`config.mk`:
```
export PLATFORM = sky130hd
export DESIGN_NAME = spm_mul_hs
export DESIGN_NICKNAME = d
export VERILOG_FILES = /design/src/rtl/pm_pkg.sv /design/src/rtl/spm_core.sv /design/src/rtl/spm_mul_hs.sv
export SDC_FILE = /design/constraint.sdc
export NUM_CORES = 1
export LEC_CHECK = 0
export CAP_MARGIN = 20
export CORE_MARGIN = 5
export CORE_UTILIZATION = 57
export CTS_CLUSTER_DIAMETER = 200
export DETAILED_ROUTE_END_ITERATION = 7
export GPL_TIMING_DRIVEN = 1
export HOLD_SLACK_MARGIN = 0.02
export PLACE_DENSITY = 0.81
export SYNTH_ARGS = -nofsm -noshare
export SYNTH_HDL_FRONTEND = slang
export SYNTH_HIERARCHICAL = 1
export SYNTH_SLANG_ARGS = --single-unit
```
`constraint.sdc`:
```
create_clock -name clk -period 6.2 [get_ports clk]
set_input_delay 0.93 -clock clk [delete_from_list [all_inputs] [get_ports clk]]
set_output_delay 0.93 -clock clk [all_outputs]
set_load 0.01 [all_outputs]
```
`src/rtl/pm_pkg.sv`:
```
// Shared definitions for the serial-parallel multiplier family:
// controller states, size limits and the run-counter width helper.
package pm_pkg;

    localparam int MAX_SIZE = 64;

    typedef enum logic [1:0] {
        IDLE = 2'd0,
        RUN  = 2'd1,
        FIX  = 2'd2,
        DONE = 2'd3
    } state_t;

    function automatic int cntWidth(input int size);
        return $clog2(2 * size + 1);
    endfunction

endpackage

```
`src/rtl/spm_core.sv`:
```
// Bit-serial carry-save multiplier array: parallel x, serial y (LSB first),
// one product bit per cycle on p, LSB first.
module spm_core #(
    parameter int SIZE = 32
) (
    input  logic            clk,
    input  logic            rst,
    input  logic            clr,
    input  logic [SIZE-1:0] x,
    input  logic            y,
    output logic            p
);

    logic [SIZE-1:0] sum_q, sum_d;
    logic [SIZE-1:0] carry_q, carry_d;
    logic [SIZE-1:0] partialProd;
    logic [SIZE-1:0] cellSum;
    logic [SIZE-1:0] cellCarry;

    // Each cell adds its partial-product bit to its held sum and carry. Cell 0's
    // sum leaves as the product bit; the sums move down one cell (the frame
    // halves) while each carry stays in its cell, now at the right weight.
    always_comb begin
        partialProd = y ? x : '0;
        cellSum     = partialProd ^ sum_q ^ carry_q;
        cellCarry   = (partialProd & sum_q) | (partialProd & carry_q) | (sum_q & carry_q);
        sum_d       = {1'b0, cellSum[SIZE-1:1]};
        carry_d     = cellCarry;
        p           = cellSum[0];
    end

    always_ff @(posedge clk or posedge rst) begin
        if (rst) begin
            sum_q   <= '0;
            carry_q <= '0;
        end else if (clr) begin
            sum_q   <= '0;
            carry_q <= '0;
        end else begin
            sum_q   <= sum_d;
            carry_q <= carry_d;
        end
    end

endmodule

```
`src/rtl/spm_mul_hs.sv`:
```
// Serial-parallel multiplier with valid/ready handshake, signed mode and abort.
// Operands are reduced to magnitudes, multiplied bit-serially, then negated if needed.
module spm_mul_hs
    import pm_pkg::*;
#(
    parameter int SIZE  = 32,
    parameter int CNT_W = cntWidth(SIZE)
) (
    input  logic              clk,
    input  logic              rst,
    input  logic              in_valid,
    output logic              in_ready,
    input  logic              signed_mode,
    input  logic [SIZE-1:0]   mc,
    input  logic [SIZE-1:0]   mp,
    input  logic              abort,
    output logic              out_valid,
    input  logic              out_ready,
    output logic [2*SIZE-1:0] p,
    output logic              busy
);

    localparam logic [CNT_W-1:0]  LAST_CNT = CNT_W'(2 * SIZE - 1);
    localparam logic [SIZE-1:0]   OP_ONE   = SIZE'(1);
    localparam logic [2*SIZE-1:0] P_ONE    = (2 * SIZE)'(1);

    state_t            state_q, state_d;
    logic [CNT_W-1:0]  cnt_q, cnt_d;
    logic [SIZE-1:0]   mc_q, mc_d;
    logic [SIZE-1:0]   mp_q, mp_d;
    logic              neg_q, neg_d;
    logic [2*SIZE-1:0] p_q, p_d;

    logic              accept;
    logic              coreClr;
    logic              coreY;
    logic              coreP;
    logic [SIZE-1:0]   mcAbs;
    logic [SIZE-1:0]   mpAbs;

    assign in_ready  = (state_q == IDLE) || ((state_q == DONE) && out_ready);
    assign accept    = in_valid && in_ready && !abort;
    assign out_valid = (state_q == DONE);
    assign busy      = (state_q == RUN) || (state_q == FIX);
    assign p         = p_q;

    // The most negative operand maps to 2^(SIZE-1), which still fits unsigned.
    assign mcAbs = (signed_mode && mc[SIZE-1]) ? (~mc + OP_ONE) : mc;
    assign mpAbs = (signed_mode && mp[SIZE-1]) ? (~mp + OP_ONE) : mp;

    // The core sees zeros outside RUN, so it idles at its cleared state.
    assign coreY = (state_q == RUN) && mp_q[0];

    spm_core #(
        .SIZE (SIZE)
    ) u_core (
        .clk (clk),
        .rst (rst),
        .clr (coreClr),
        .x   (mc_q),
        .y   (coreY),
        .p   (coreP)
    );

    // Abort wins over everything; an accept in DONE reloads straight into RUN.
    always_comb begin
        state_d = state_q;
        cnt_d   = cnt_q;
        mc_d    = mc_q;
        mp_d    = mp_q;
        neg_d   = neg_q;
        p_d     = p_q;
        coreClr = 1'b0;

        if (abort) begin
            state_d = IDLE;
            coreClr = 1'b1;
        end else if (accept) begin
            state_d = RUN;
            cnt_d   = '0;
            mc_d    = mcAbs;
            mp_d    = mpAbs;
            neg_d   = signed_mode && (mc[SIZE-1] ^ mp[SIZE-1]);
            p_d     = '0;
            coreClr = 1'b1;
        end else begin
            unique case (state_q)
                IDLE: ;
                RUN: begin
                    mp_d  = {1'b0, mp_q[SIZE-1:1]};
                    p_d   = {coreP, p_q[2*SIZE-1:1]};
                    cnt_d = cnt_q + 1'b1;
                    if (cnt_q == LAST_CNT) begin
                        state_d = FIX;
                    end
                end
                FIX: begin
                    if (neg_q) begin
                        p_d = ~p_q + P_ONE;
                    end
                    state_d = DONE;
                end
                DONE: begin
                    if (out_ready) begin
                        state_d = IDLE;
                    end
                end
                default: state_d = IDLE;
            endcase
        end
    end

    always_ff @(posedge clk or posedge rst) begin
        if (rst) begin
            state_q <= IDLE;
            cnt_q   <= '0;
            mc_q    <= '0;
            mp_q    <= '0;
            neg_q   <= 1'b0;
            p_q     <= '0;
        end else begin
            state_q <= state_d;
            cnt_q   <= cnt_d;
            mc_q    <= mc_d;
            mp_q    <= mp_d;
            neg_q   <= neg_d;
            p_q     <= p_d;
        end
    end

endmodule

```
==> results by group <==
Clock tree
  • Clock Latency Late Sink: roughly 500 ps
  • Hold Buf Count CTS: 0
  • CTS H-tree depth: 1
  • Post-CTS Setup Inserts: 0
  • Num CTS Buffers: 22
  • Clk sinks: 201
  • CTS clk-pin slew, worst paths: 60 ps
  • Root Driver: clkbuf_16
  • Post-CTS sizing: 0
  • CTS tree: built
  • Clk buf depth: 3

STA
  • F_max: 271 MHz
  • Worst Tran Pin Value: 1030 ps
  • Final Cycle Share: 59.5%
  • Hold Vio Cnt, Final: 0
  • Clk_skew: 18.4 ps
  • Setup violations, final: 0
  • Final Max Tran Viols: 0
  • Hold WS: 479 ps
  • Final setup margin: 2510 ps
  • Worst slew margin: 31.0%
  • Min cycle time layout: 3690 ps
  • Setup total negative slack: 0 ps
  • RSZ-0062 raised after global routing: no

Critical path
  • Reg2reg start: state_q[0]
  • Reg2reg path depth: 9
  • Worst EP required: 6570 ps
  • Setup crit start kind: flop
  • Crit path DAT: 4060 ps
  • R2R setup slack: 2510 ps
  • Worst Setup End Kind: flop
  • Top fanout value on the critical path: 33
  • WS Path Type: reg2reg
  • Reg2reg end: p[61]

Route
  • Total Routed Length: 29.3 mm
  • DRT Pass-1 Iters: 6
  • Vias: 10163
  • 1st-iter DRT viols: 960
  • Post-DR wirelength/cell: 17.7 µm
  • ANT nets after route: 0
  • Remaining DRCs: 0
  • Vias per Instance: 6.14

Place
  • Routability congestion estimate: around 0.88
  • Port buffer count: 136
  • Pre-CTS WS: ~2000 ps
  • Detailed Place HPWL: 19.4 mm

GRT
  • GR peak layer: met2
  • Number of global-route vias before repair: 9718
  • Tot GR Track Use: between 20% and 30%
  • First-pass GRT wire length: about 49 mm
  • Met1 usage: 35.2%
  • GRT met3 Usage: 4.27%
  • Met2 usage: 39.8%
  • Antenna violations before repair: 1
  • Largest net degree at the start of global routing: 98
  • GR Overflow Total: 0

Logic synthesis
  • Sequential-to-total area share from yosys stat: 43.8%
  • Synth warn: 6
  • Most used flip-flop cell after synthesis: dfrtp_1
  • Asr flop ratio synth: 100%
  • Yosys cell types: 61
  • Cell count after synthesis: about 1300
  • Post-synth EDFFs: 0
  • Mapped cell area: 0.0115 mm²
  • #FFs+latches synth: 201
  • Syn avg cell area: roughly 9 µm²
  • Mapped Nets: roughly 1400

Pwr
  • Tot Pwr: 4.85 mW
  • Peak supply drop: between 0.00015 and 0.0002 V
  • Power Dens Cells: about 350 mW/mm²
  • LEAKAGE: 5.65 nW

Outcome
  • Status: finished clean

Final layout
  • Number of fillers in the final layout: 1597
  • Final #Nets: 1484
  • ANT cells: 0
  • Share of cells above drive strength 1: 5.34%
  • Commonest cells after routing, fill and taps aside: dfrtp_1, nor2_1, o21ai_0
  • Synth-to-Final Area Change: 19.4%
  • Util after Layout: between 60% and 70%
  • Commonest non-fill, non-tap cell in the layout: dfrtp_1

Floorplanning
  • Die Wd: between 150 and 200 µm
  • Die H: 152 µm
  • Core footprint: 0.0200 mm²
  • Ports: around 140
  • Number of core rows: 52
  • Die area: around 0.023 mm²
  • Initial Util: about 57%

Hold path
  • Hold path cells: 2
  • Hold endpoint: mp_q[1]
  • HP Start: mp_q[1]
  • Worst hold path class: reg2reg

Flow run
  • Max-cap check violation count: 0
-- final cells by class --
class	count	area, µm²	area share [%]
clock buffer	32	669	4.88
clock inverter	6	83.8	0.611
inverter	79	302	2.20
multi-input combinational	919	5810	42.4
sequential	201	5030	36.7
tap	270	338	2.46
timing repair buffer	149	1490	10.8
-- critical path: stages (launching register included) --
cell	delay, ps
dfrtp_1	420
inv_1	100
ha_1	200
buf_4	230
inv_1	790
nand2_1	280
a31oi_2	840
nand2_1	340
a22oi_1	240
a31oi_1	100
-- state kept, by name (all words and copies together), names as in the netlist --
signal / cells
neg_q: 1
p: 64
u_core/carry_q: 32
cnt_q: 7
mp_q: 32
state_q: 2
u_core/sum_q: 31
mc_q: 32
-- where the power goes --
part / switching (mW) / internal (mW) / total, mW
clock: 0.524 / 0.829 / 1.35
sequential: 0.223 / 1.56 / 1.79
combinational: 1.02 / 0.698 / 1.71
total: 1.76 / 3.09 / 4.85
-- synthesized netlist by cell type (all sizes together) (29+ instances only) --
master  instances  share of area (%)
nor3           48                2.1
dfrtp         201                 44
or4            29                2.0
o21ai         144                6.3
fa             31                5.4
inv            79                2.6
nor2          146                4.8
a21oi          42                1.8
xor2           43                3.3
clkbuf         61                2.0
nand2         129                4.2
nor4           34                2.1
-- cell families after synthesis --
group	after synthesis	share of synthesized area [%]
buf+inv	156	5.75
compound gates	321	17.5
fa+ha+maj	42	6.60
xor+xnor	58	4.42
flops	201	43.8
mux	16	1.42
simple gates	482	20.5
-- metal layers --
metal	share of wire [%]	wire, µm	vias to the layer above
met5	0.038	11	-
met4	2.0	584	2
met3	8.2	2410	53
met2	47	13800	456
met1	43	12500	4939
li1	-	-	4713
-- through the flow --
stage	area (µm²)	instances
after floorplan	11500	1276
after global placement	12900	1616
after detailed placement	12900	1616
after CTS	13700	1654
after global routing	13700	1656
final	13700	1656
-- worst max path at each step --
| stage | start | cells after the start | slack (ps) | endpoint |
|---|---|---|---|---|
| finish | state_q[0] | 9 | 2510 | p[61] |
| global route | state_q[0] | 9 | 2280 | p[61] |
| CTS | out_ready | 9 | 2550 | p[59] |
| detailed placement | out_ready | 9 | 2030 | p[59] |
| global placement | out_ready | 9 | 2130 | p[59] |
| floorplan | rst | 1 | 1570 | cnt_q[0] |
(Power assumes the default switching activity.)
